<file path="src/rtl/adc_pkg.sv">
// rtl/adc_pkg.sv - shared constants, scan state encoding and control-word builder
//
// Purpose: definitions shared by the 8-channel ADC scan controller and its
//          serial frame engine.
// Contents:
//   N_CH, CH_W        number of mux channels and width of a channel index
//   DATA_BITS         width of one ADC result
//   FRAME_BITS        SCLK periods per serial frame
//   CTRL_BITS         width of the ADC control word
//   scan_state_t      scan FSM state encoding
//   ctrl_word()       control word that selects a channel: {2'b00, ch, 11'b0}
package adc_pkg;

   localparam int N_CH       = 8;
   localparam int CH_W       = $clog2(N_CH);
   localparam int DATA_BITS  = 12;
   localparam int FRAME_BITS = 16;
   localparam int CTRL_BITS  = 16;

   typedef enum logic [2:0] {
      ST_IDLE  = 3'd0,
      ST_SETUP = 3'd1,
      ST_SHIFT = 3'd2,
      ST_GAP   = 3'd3,
      ST_DONE  = 3'd4
   } scan_state_t;

   // Channel address sits in bits 13:11, everything else is zero.
   function automatic logic [CTRL_BITS-1:0] ctrl_word(input logic [CH_W-1:0] ch);
      return {2'b00, ch, 11'b0};
   endfunction

endpackage

</file>
<file path="src/rtl/adc_spi_frame.sv">
// rtl/adc_spi_frame.sv - one SPI-style ADC frame: SCLK generator plus TX/RX shifters
//
// Purpose: on a start pulse, drops cs_n and runs FRAME_BITS SCLK periods.
//          SCLK idles high; each period is a falling edge then a rising edge,
//          SCLK_HALF clk cycles apart. din changes on falling edges (MSB
//          first), dout is sampled on rising edges (MSB first). After the last
//          rising edge cs_n returns high on the next clk together with a
//          one-clk done pulse.
// Ports:
//   clk, rst_l     clock, asynchronous active-low reset
//   start          one-clk request to run a frame (ignored never overlaps)
//   tx_word        word shifted out on din, loaded at start
//   dout           serial data from the ADC
//   sclk, cs_n     serial clock and chip select to the ADC
//   din            serial control data to the ADC
//   done           one-clk pulse, frame finished, rx_data valid
//   rx_data        last DATA_BITS bits received in the frame
module adc_spi_frame #(
   parameter int SCLK_HALF  = 3,
   parameter int FRAME_BITS = adc_pkg::FRAME_BITS,
   parameter int DATA_BITS  = adc_pkg::DATA_BITS
) (
   input  logic                  clk,
   input  logic                  rst_l,
   input  logic                  start,
   input  logic [FRAME_BITS-1:0] tx_word,
   input  logic                  dout,
   output logic                  sclk,
   output logic                  cs_n,
   output logic                  din,
   output logic                  done,
   output logic [DATA_BITS-1:0]  rx_data
);

   localparam logic [7:0] HALF_LAST = 8'(SCLK_HALF - 1);
   localparam logic [7:0] EDGE_LAST = 8'(2 * FRAME_BITS);

   logic                  active;
   logic [7:0]            half_cnt;
   logic [7:0]            edge_cnt;
   logic [FRAME_BITS-1:0] tx_sr;

   // rx_data is only DATA_BITS wide: shifting the whole frame through it
   // leaves exactly the trailing DATA_BITS bits, the leading bits fall off.
   always_ff @(posedge clk or negedge rst_l) begin
      if (!rst_l) begin
         active   <= 1'b0;
         half_cnt <= 8'd0;
         edge_cnt <= 8'd0;
         tx_sr    <= '0;
         rx_data  <= '0;
         sclk     <= 1'b1;
         cs_n     <= 1'b1;
         din      <= 1'b0;
         done     <= 1'b0;
      end else begin
         done <= 1'b0;
         if (start) begin
            active   <= 1'b1;
            cs_n     <= 1'b0;
            sclk     <= 1'b1;
            half_cnt <= 8'd0;
            edge_cnt <= 8'd0;
            tx_sr    <= tx_word;
            rx_data  <= '0;
            din      <= 1'b0;
         end else if (active) begin
            if (edge_cnt == EDGE_LAST) begin
               // SCLK is already back high after the final rising edge.
               active <= 1'b0;
               cs_n   <= 1'b1;
               din    <= 1'b0;
               done   <= 1'b1;
            end else if (half_cnt == HALF_LAST) begin
               half_cnt <= 8'd0;
               edge_cnt <= edge_cnt + 8'd1;
               sclk     <= ~sclk;
               if (sclk) begin
                  din   <= tx_sr[FRAME_BITS-1];
                  tx_sr <= {tx_sr[FRAME_BITS-2:0], 1'b0};
               end else begin
                  rx_data <= {rx_data[DATA_BITS-2:0], dout};
               end
            end else begin
               half_cnt <= half_cnt + 8'd1;
            end
         end
      end
   end

endmodule

</file>
<file path="src/rtl/adc_8ch_scan.sv">
// rtl/adc_8ch_scan.sv - 8-channel mux + 12-bit serial ADC scan controller
//
// Purpose: a rising edge on sync (accepted only when idle) scans channels
//          0..7: for each one it sets CD_MUX, waits CS_GAP clk for the mux to
//          settle, runs one serial frame and stores the result. When all
//          eight are in, they are published together on ch_data with a
//          one-clk ch_valid pulse.
// Ports:
//   clk, rst_l     clock, asynchronous active-low reset
//   sync           scan request (asynchronous, synchronised here)
//   DOUT           ADC serial data
//   SCLK           ADC serial clock, idles high
//   CS_ADC         ADC chip select, active low
//   CD_MUX         external mux channel address, holds after a scan
//   DIN            ADC control word, serial
//   ch_data        channel n result in bits [12n+11:12n], raw unsigned codes
//   ch_valid       one-clk pulse when ch_data has been updated
//   busy           high while a scan is in progress
module adc_8ch_scan #(
   parameter int SCLK_HALF  = 3,
   parameter int FRAME_BITS = adc_pkg::FRAME_BITS,
   parameter int DATA_BITS  = adc_pkg::DATA_BITS,
   parameter int CS_GAP     = 4
) (
   input  logic                                clk,
   input  logic                                rst_l,
   input  logic                                sync,
   input  logic                                DOUT,
   output logic                                SCLK,
   output logic                                CS_ADC,
   output logic [adc_pkg::CH_W-1:0]            CD_MUX,
   output logic                                DIN,
   output logic [adc_pkg::N_CH*DATA_BITS-1:0]  ch_data,
   output logic                                ch_valid,
   output logic                                busy
);

   import adc_pkg::*;

   localparam logic [7:0]      GAP_LAST = 8'(CS_GAP - 1);
   localparam logic [CH_W-1:0] CH_LAST  = CH_W'(N_CH - 1);

   scan_state_t state_q, state_d;

   logic                        sync_q1, sync_q2, sync_q3;
   logic                        sync_rise;
   logic [7:0]                  setup_cnt;
   logic [CH_W-1:0]             ch_idx;
   logic [N_CH*DATA_BITS-1:0]   result_buf;
   logic [N_CH*DATA_BITS-1:0]   buf_next;
   logic [FRAME_BITS-1:0]       tx_word;
   logic [DATA_BITS-1:0]        rx_data;
   logic                        frame_start;
   logic                        frame_done;

   // Two flops to synchronise, a third to detect the rising edge.
   always_ff @(posedge clk or negedge rst_l) begin
      if (!rst_l) begin
         sync_q1 <= 1'b0;
         sync_q2 <= 1'b0;
         sync_q3 <= 1'b0;
      end else begin
         sync_q1 <= sync;
         sync_q2 <= sync_q1;
         sync_q3 <= sync_q2;
      end
   end

   assign sync_rise = sync_q2 & ~sync_q3;

   // ---------------- scan FSM: state register ----------------
   always_ff @(posedge clk or negedge rst_l) begin
      if (!rst_l) state_q <= ST_IDLE;
      else        state_q <= state_d;
   end

   // ---------------- scan FSM: next state ----------------
   always_comb begin
      state_d = state_q;
      case (state_q)
         ST_IDLE:  if (sync_rise) state_d = ST_SETUP;
         ST_SETUP: if (setup_cnt == GAP_LAST) state_d = ST_SHIFT;
         ST_SHIFT: if (frame_done) state_d = ST_GAP;
         ST_GAP:   state_d = (ch_idx == CH_LAST) ? ST_DONE : ST_SETUP;
         ST_DONE:  state_d = ST_IDLE;
         default:  state_d = ST_IDLE;
      endcase
   end

   // ---------------- scan FSM: outputs ----------------
   always_comb begin
      frame_start = (state_q == ST_SETUP) && (setup_cnt == GAP_LAST);
      busy        = (state_q == ST_SETUP) || (state_q == ST_SHIFT) ||
                    (state_q == ST_GAP);
   end

   // Control word occupies the top CTRL_BITS of the frame.
   always_comb begin
      tx_word = '0;
      tx_word[FRAME_BITS-1 -: CTRL_BITS] = ctrl_word(ch_idx);
   end

   // Buffer contents after the current channel's result is merged in; used
   // both to update the buffer and, on the last channel, to publish all
   // eight slots in the same clk.
   always_comb begin
      buf_next = result_buf;
      buf_next[ch_idx*DATA_BITS +: DATA_BITS] = rx_data;
   end

   always_ff @(posedge clk or negedge rst_l) begin
      if (!rst_l) begin
         setup_cnt  <= 8'd0;
         ch_idx     <= '0;
         CD_MUX     <= '0;
         result_buf <= '0;
         ch_data    <= '0;
         ch_valid   <= 1'b0;
      end else begin
         ch_valid <= 1'b0;
         if (state_q == ST_SETUP) setup_cnt <= setup_cnt + 8'd1;
         else                     setup_cnt <= 8'd0;

         case (state_q)
            ST_IDLE: begin
               if (sync_rise) ch_idx <= '0;
            end
            ST_SETUP: begin
               CD_MUX <= ch_idx;
            end
            ST_GAP: begin
               result_buf <= buf_next;
               ch_idx     <= ch_idx + 1'b1;
               // Registered here so ch_data and ch_valid are visible during
               // DONE, the same cycle busy drops.
               if (ch_idx == CH_LAST) begin
                  ch_data  <= buf_next;
                  ch_valid <= 1'b1;
               end
            end
            default: ;
         endcase
      end
   end

   adc_spi_frame #(
      .SCLK_HALF  (SCLK_HALF),
      .FRAME_BITS (FRAME_BITS),
      .DATA_BITS  (DATA_BITS)
   ) u_frame (
      .clk     (clk),
      .rst_l   (rst_l),
      .start   (frame_start),
      .tx_word (tx_word),
      .dout    (DOUT),
      .sclk    (SCLK),
      .cs_n    (CS_ADC),
      .din     (DIN),
      .done    (frame_done),
      .rx_data (rx_data)
   );

endmodule

</file>
<file path="config.mk">
export PLATFORM = sky130hd
export DESIGN_NAME = adc_8ch_scan
export DESIGN_NICKNAME = d
export VERILOG_FILES = /design/src/rtl/adc_pkg.sv /design/src/rtl/adc_spi_frame.sv /design/src/rtl/adc_8ch_scan.sv
export SDC_FILE = /design/constraint.sdc
export NUM_CORES = 1
export LEC_CHECK = 0
export CAP_MARGIN = 20
export CORE_MARGIN = 1
export CORE_UTILIZATION = 40
export CTS_CLUSTER_SIZE = 28
export DETAILED_ROUTE_END_ITERATION = 6
export PLACE_DENSITY_LB_ADDON = 0.25
export SKIP_CTS_REPAIR_TIMING = 1
export SYNTH_ARGS = -nofsm -noshare
export SYNTH_HDL_FRONTEND = slang
export SYNTH_SLANG_ARGS = --single-unit
export TNS_END_PERCENT = 10
</file>
<file path="constraint.sdc">
create_clock -name clk -period 4.22 [get_ports clk]
set_input_delay 0.844 -clock clk [delete_from_list [all_inputs] [get_ports clk]]
set_output_delay 0.844 -clock clk [all_outputs]
set_load 0.01 [all_outputs]
</file>
## Word-level counts from Yosys, hierarchy flattened

Cells that the tools add are included.

| operators by class | value |
|---|---|
| add/subtract/negate cells | 5 |
| multiply operators | 1 |
| divide/modulo/power cells | 0 |
| magnitude comparators | 0 |
| equal/unequal tests | 12 |
| shift operators | 2 |
| mux-type cells | 47 |
| bitwise gates (word level) | 3 |
| reduce and logical (&&, ||, !) cells | 20 |

Operator list:

| cell | number |
|---|---|
| bitwise mux 96 bit | 1 |
| variable shift 12 x 34 -> 96 bit, first input constant | 1 |
| variable part select 12 x 34 -> 96 bit | 1 |
| 2-to-1 mux 16 bit | 5 |
| 2-to-1 mux 8 bit | 9 |
| 2-to-1 mux 12 bit | 5 |
| negator 7 -> 34 bit | 1 |
| adder 8 x 1 -> 8 bit, second input constant | 3 |
| 2-to-1 mux 1 bit | 20 |
| equality test 8 x 2 -> 1 bit, second input constant | 2 |
| 2-to-1 mux 3 bit | 5 |
| one-hot mux 3 bit (4 select lines) | 1 |
| nonzero test 2 bit | 5 |
| AND reduction 3 bit | 3 |
| equality test 8 x 6 -> 1 bit, second input constant | 1 |
| inequality test 2 bit, second input constant | 4 |
| AND reduction 2 bit | 4 |
| AND reduction 4 bit | 2 |
| equality test 3 x 2 -> 1 bit, second input constant | 2 |
| one-hot mux 3 bit (2 select lines) | 1 |
| nonzero test 3 bit | 2 |
| multiplier 3 x 2 -> 5 bit, second input constant | 1 |
| adder 3 x 1 -> 3 bit, second input constant | 1 |
| equality test 3 x 1 -> 1 bit, second input constant | 1 |
| other kinds (7) | 9 |

| storage, ports and cells | value |
|---|---|
| bits in registers | 262 |
| bits in latches | 0 |
| memory bits (writable) | 0 |
| memory bits (read-only) | 0 |
| output and inout port bits | 104 |
| logic and storage cells | 109 |
| memories | 0 |

## Logic depth before layout (Yosys ltp)

| logic depth | value |
|---|---|
| word-level depth | 5 |
| mapped depth | 13 |
| gate-level depth less buffers | 11 |

## By module

A second synthesis with hierarchy kept.

| second synthesis, totals | value |
|---|---|
| cell total of the unflattened synthesis | 1239 |
| area total of the unflattened synthesis | 13030.0 um2 |

By module, submodules not included:

| module | instances | cells an instance | area each (um2) | sequential area each (um2) |
|---|---|---|---|---|
| adc_8ch_scan | 1 | 986 | 10448.8 | 5330.1 |
| adc_spi_frame | 1 | 253 | 2581.2 | 1228.7 |

## Least setup slack after synthesis

OpenSTA, ideal clock, no wires.

| timing path | value |
|---|---|
| kind | reg2reg |
| from | reg ch_idx[1] |
| to | reg result_buf[68] |
| library setup time | 125 ps |
| arrival time | 3624 ps |
| slack | 471 ps |
| stages on the path, launching flop included | 13 |
| path buffers | 1 |
| cells stage by stage | dfrtp_1 > ha_1 > fa_1 > buf_2 > xor2_2 > nor2_1 > ha_1 > nor2b_1 > a32oi_1 > o211a_1 > a21oi_1 > and2_1 > mux2_2 |

| between the ends | value |
|---|---|
| word-level cells in the longest chain between the ends | 4 |

Ends and longest elaborated chain:

| item | RTL line | text |
|---|---|---|
| start, declared | adc_8ch_scan.sv:48 | `logic [CH_W-1:0] ch_idx;` |
| start signal, assigned | adc_8ch_scan.sv:133 | `ch_idx <= ch_idx + 1'b1;` |
| multiplier 3 x 2 -> 5 bit (*) | adc_8ch_scan.sv:108 | `buf_next[ch_idx*DATA_BITS +: DATA_BITS] = rx_data;` |
| negator 7 -> 34 bit (*) | adc_8ch_scan.sv:108 |  |
| variable part select 12 x 34 -> 96 bit / variable shift 12 x 34 -> 96 bit (equally long branches) | adc_8ch_scan.sv:108 |  |
| bitwise mux 96 bit (*) | adc_8ch_scan.sv:108 |  |
| end signal, assigned | adc_8ch_scan.sv:132 | `result_buf <= buf_next;` |
| end, declared | adc_8ch_scan.sv:49 | `logic [N_CH*DATA_BITS-1:0] result_buf;` |

Every way passes the cells marked *; elsewhere a longest branch is shown, timed or not.
A chain may end at the register's enable or synchronous reset.

## Worst setup path after layout

| timing path | value |
|---|---|
| from | reg ch_idx[1] |
| to | reg result_buf[8] |

The elaborated chain is that of the path after synthesis.

==> metrics <==
result of the run finished, final reports clean; fin util between 40% and 50%; H-tree levels 1; vias per inst approximately 5.4; most used standard cells in the synthesized netlist sky130_fd_sc_hd__dfrtp_1 (249), sky130_fd_sc_hd__nand2_1 (165), sky130_fd_sc_hd__o21ai_0 (127), sky130_fd_sc_hd__mux2i_1 (107), sky130_fd_sc_hd__mux2_2 (81); top cells by area in the synthesized netlist sky130_fd_sc_hd__dfrtp_1 (50%), sky130_fd_sc_hd__mux2i_1 (8.5%), sky130_fd_sc_hd__mux2_2 (7.3%); final clock period utilization by the worst path between 90% and 100%; GRT overflow 0; ratio of cells with drive above 1 in the final layout between 10% and 20%; Flop pwr share about a third; maximum number of pins on one net before global-route repair 104; vias in the first global route 9069; total global routing track utilization about a fifth; gpl congestion a little over 1; number of antenna violations at the first check in global routing 4; primary flip-flop cell chosen by synthesis mapping sky130_fd_sc_hd__dfrtp_1; cell seen most often among critical-path stages sky130_fd_sc_hd__ha_1; unrepaired setup endpoints after global routing no; highest fanout seen on the critical path 7; first-pass GRT wire length approximately 52000 µm; minimum period implied by the final worst setup slack roughly 3.8 ns; Sw Ratio around two fifths; synthesized area per cell just over 10 µm²; Top-Level Pins roughly 110; Nets about 1300; worst-path cell chain ha_1 -> fa_1 -> nand2b_1 -> nor2_1 -> ha_1 -> nor3_1 -> o2111ai_2 -> a21boi_1 -> nor2_2 -> mux2_2; most frequent cell after synthesis sky130_fd_sc_hd__dfrtp_1; final-report max-slew violation count 0; endpoint arrival time on the critical path 4.22 ns; Total Negative Setup Slacks 0 ns; Cell Pwr Density 550 nW/µm²; least setup slack across all paths after layout ~0.42 ns; share of Yosys cell area claimed by the top area cell type just under 50%; cell class contributing the biggest share of worst-path delay adder cells; number of warnings reported in the yosys synthesis log 0; detailed-route wire length between 30000 and 40000 µm; area of the multi-input gates roughly 5900 µm²; CTS tree yes; source-to-sink clock delay at the later pin of the worst-skew pair between 0.5 and 0.6 ns; maximum capacitance violations 0; count of different cell masters after synthesis 79; TritonCTS sink count between 200 and 300; remaining max-slew budget at the tightest pin roughly 45%; Std-Cell Core Area between 30000 and 40000 µm²; Clock Skews ~0.014 ns; initial standard-cell utilization of the core 40.9%; vias after detailed routing roughly 9300; sort of element at the start of the critical path flop; number of fill cells in the layout 2844; final routed DRC violation total 0; maximum clock frequency about 0.26 GHz; Synth area leader sky130_fd_sc_hd__dfrtp_1; storage element area ~6300 µm²; required time reported for the critical path endpoint around 4.6 ns; area of the die approximately 32000 µm²; cell area after synthesis approximately 13000 µm²; total power 8.27 mW; largest stage delay on the critical path a little under 0.5 ns; count of buffers inserted at the top-level ports between 100 and 150; combinational power share 35.9%; Leak ~6.8 nW; synthesized instance count approximately 1200; pin slew with the least headroom to its limit between 0.8 and 0.9 ns; Post-Place Setup Slack between 0.4 and 0.5 ns; count of standard-cell rows between 60 and 70; Worst Setup End Kind flop; first-pass iteration count of the detailed router 5; die outline height roughly 180 µm; Clk pwr share between 30 and 40%; class of the most critical setup path reg2reg; Post-Synthesis Net Count roughly 1200; Sw Pwr around 3.2 mW; final hold violation count 0; critical-path cell with the highest stage delay sky130_fd_sc_hd__dfrtp_1; count of flip-flops with a built-in enable after synthesis 0; post-CTS clock slew at the launch and capture registers of the worst setup and hold paths roughly 0.060 ns; Seq cells post-synth approximately 250; buffering stage count on the worst path with inverters included 0; diodes inserted 0; number of DRC markers after the initial detailed-route iteration ~760; cell-internal power 5.09 mW; area added between synthesis and finish 19.9%; total CTS buffers 27; sequential share of the synthesized area between 50% and 60%; hold crit path type in2async; HPWL after detailed placement 23200 µm; horizontal die dimension about 180 µm; post-route antenna net violation count 0; IR Drop Worst-Case VDD ~0.0004 V; proportion of register bits with asynchronous set or reset after synthesis between 90% and 100%; Finish-stage setup viols 0; buffer cell driving the clock tree root sky130_fd_sc_hd__clkbuf_16; Routed WL per cell about 19 µm; worst-case clock buffer depth 3
==> sequential cells by signal, summed over array words and instances, names as in the netlist, 3 cells and up <==
register	cells
ch_idx	3
u_frame.edge_cnt	8
state_q	3
setup_cnt	8
result_buf	96
CD_MUX	3
u_frame.rx_data	12
u_frame.tx_sr	5
ch_data	96
u_frame.half_cnt	8
==> power by group through the flow <==
stage | sequential, mW | clock, mW | combinational [mW]
5_1_grt | 2.81 | 2.67 | 3.24
3_5_place_dp | 2.82 | 0 | 2.94
2_1_floorplan | 2.72 | 0 | 2.04
3_3_place_gp | 2.82 | 0 | 2.93
4_1_cts | 2.78 | 2.58 | 2.96
6_report | 2.78 | 2.51 | 2.97
==> worst reg2reg max path: stages, from the launching register on <==
cell and delay, ns:
sky130_fd_sc_hd__dfrtp_1 0.49, sky130_fd_sc_hd__ha_1 0.30, sky130_fd_sc_hd__fa_1 0.45, sky130_fd_sc_hd__nand2b_1 0.20, sky130_fd_sc_hd__nor2_1 0.22, sky130_fd_sc_hd__ha_1 0.36, sky130_fd_sc_hd__nor3_1 0.40, sky130_fd_sc_hd__o2111ai_2 0.40
sky130_fd_sc_hd__a21boi_1 0.28, sky130_fd_sc_hd__nor2_2 0.23, sky130_fd_sc_hd__mux2_2 0.36
==> through the flow <==
stage	std cells	area, µm²	hold WS (ns)
2_1_floorplan	1209	12500	0.331
3_3_place_gp	1668	14100	0.333
3_5_place_dp	1668	14100	0.335
4_1_cts	1716	15000	0.347
5_1_grt	1716	15000	0.354
6_report	1716	15000	0.346
==> final timing paths <==
check                                     end  cells after the start      start  slack, ns
worst max-delay path            result_buf[8]                     10  ch_idx[1]       0.42
worst min-delay path            result_buf[6]                      1      rst_l       0.35
worst min register to register        sync_q2                      0    sync_q1       0.35
min in group clk                      sync_q2                      0    sync_q1       0.35
max in group asynchronous        u_frame.sclk                      2      rst_l       2.85
worst max register to register  result_buf[8]                     10  ch_idx[1]       0.42
==> final cells by class <==
class,count,share of cell area (%)
Clock buffer,36,5.25
Tap cell,396,3.30
Sequential cell,251,41.8
Clock inverter,12,1.15
Timing Repair Buffer,143,9.13
Inverter,16,0.400
Multi-Input combinational cell,862,39.0
==> metal layers <==
| layer | share of wire (%) | wire length [µm] | vias up | global-route usage [%] |
|---|---|---|---|---|
| met5 | 0 | 0 | - | 0 |
| met2 | 45 | 14800 | 231 | 33.4 |
| li1 | - | - | 4442 | - |
| met4 | 2.3 | 747 | 0 | 5.26 |
| met1 | 47 | 15300 | 4557 | 30.3 |
| met3 | 5.4 | 1750 | 55 | 2.61 |
==> cell usage in the layout (no fill, tap or decap), types with 4 or more instances in the layout <==
master                            count
sky130_fd_sc_hd__nand3_1             20
sky130_fd_sc_hd__and3_1              13
sky130_fd_sc_hd__or4_1                6
sky130_fd_sc_hd__clkbuf_16           27
sky130_fd_sc_hd__buf_4               34
sky130_fd_sc_hd__clkinv_2             4
sky130_fd_sc_hd__mux2_2              81
sky130_fd_sc_hd__inv_1               14
sky130_fd_sc_hd__xnor2_1              8
sky130_fd_sc_hd__nor3_1              17
sky130_fd_sc_hd__clkdlybuf4s50_1    106
sky130_fd_sc_hd__mux2i_1            107
sky130_fd_sc_hd__o21ai_0            127
sky130_fd_sc_hd__clkbuf_8             8
sky130_fd_sc_hd__a21oi_1             29
sky130_fd_sc_hd__and2_1              15
sky130_fd_sc_hd__or2_2                6
sky130_fd_sc_hd__o2bb2ai_1            6
sky130_fd_sc_hd__nor2_1              75
sky130_fd_sc_hd__or3_1               10
sky130_fd_sc_hd__o21ai_1              5
sky130_fd_sc_hd__nor2b_1             15
sky130_fd_sc_hd__nand4_1              9
sky130_fd_sc_hd__a21o_1               4
sky130_fd_sc_hd__nand2b_1             8
sky130_fd_sc_hd__a221o_1              8
sky130_fd_sc_hd__ha_1                13
sky130_fd_sc_hd__nor3b_1              4
sky130_fd_sc_hd__dfrtp_1            249
sky130_fd_sc_hd__a22oi_1             20
sky130_fd_sc_hd__mux2_4              10
sky130_fd_sc_hd__nand2_1            164
sky130_fd_sc_hd__xor2_1              14
sky130_fd_sc_hd__bufinv_16            4
==> cells by family (layout without fill, tap and decap cells) <==
group / count (synthesis) / after routing / synth area share [%]
and+or+nand+nor: 388 / 388 / 14.8
muxes: 201 / 201 / 17.3
buffers and inverters: 96 / 207 / 3.19
DFF: 251 / 251 / 50.1
AOI/OAI and AO/OA: 236 / 236 / 11.5
xor gates and xnor gates: 23 / 23 / 1.67
adders and majority gates: 14 / 14 / 1.46
Power figures use the tool's default switching activity.
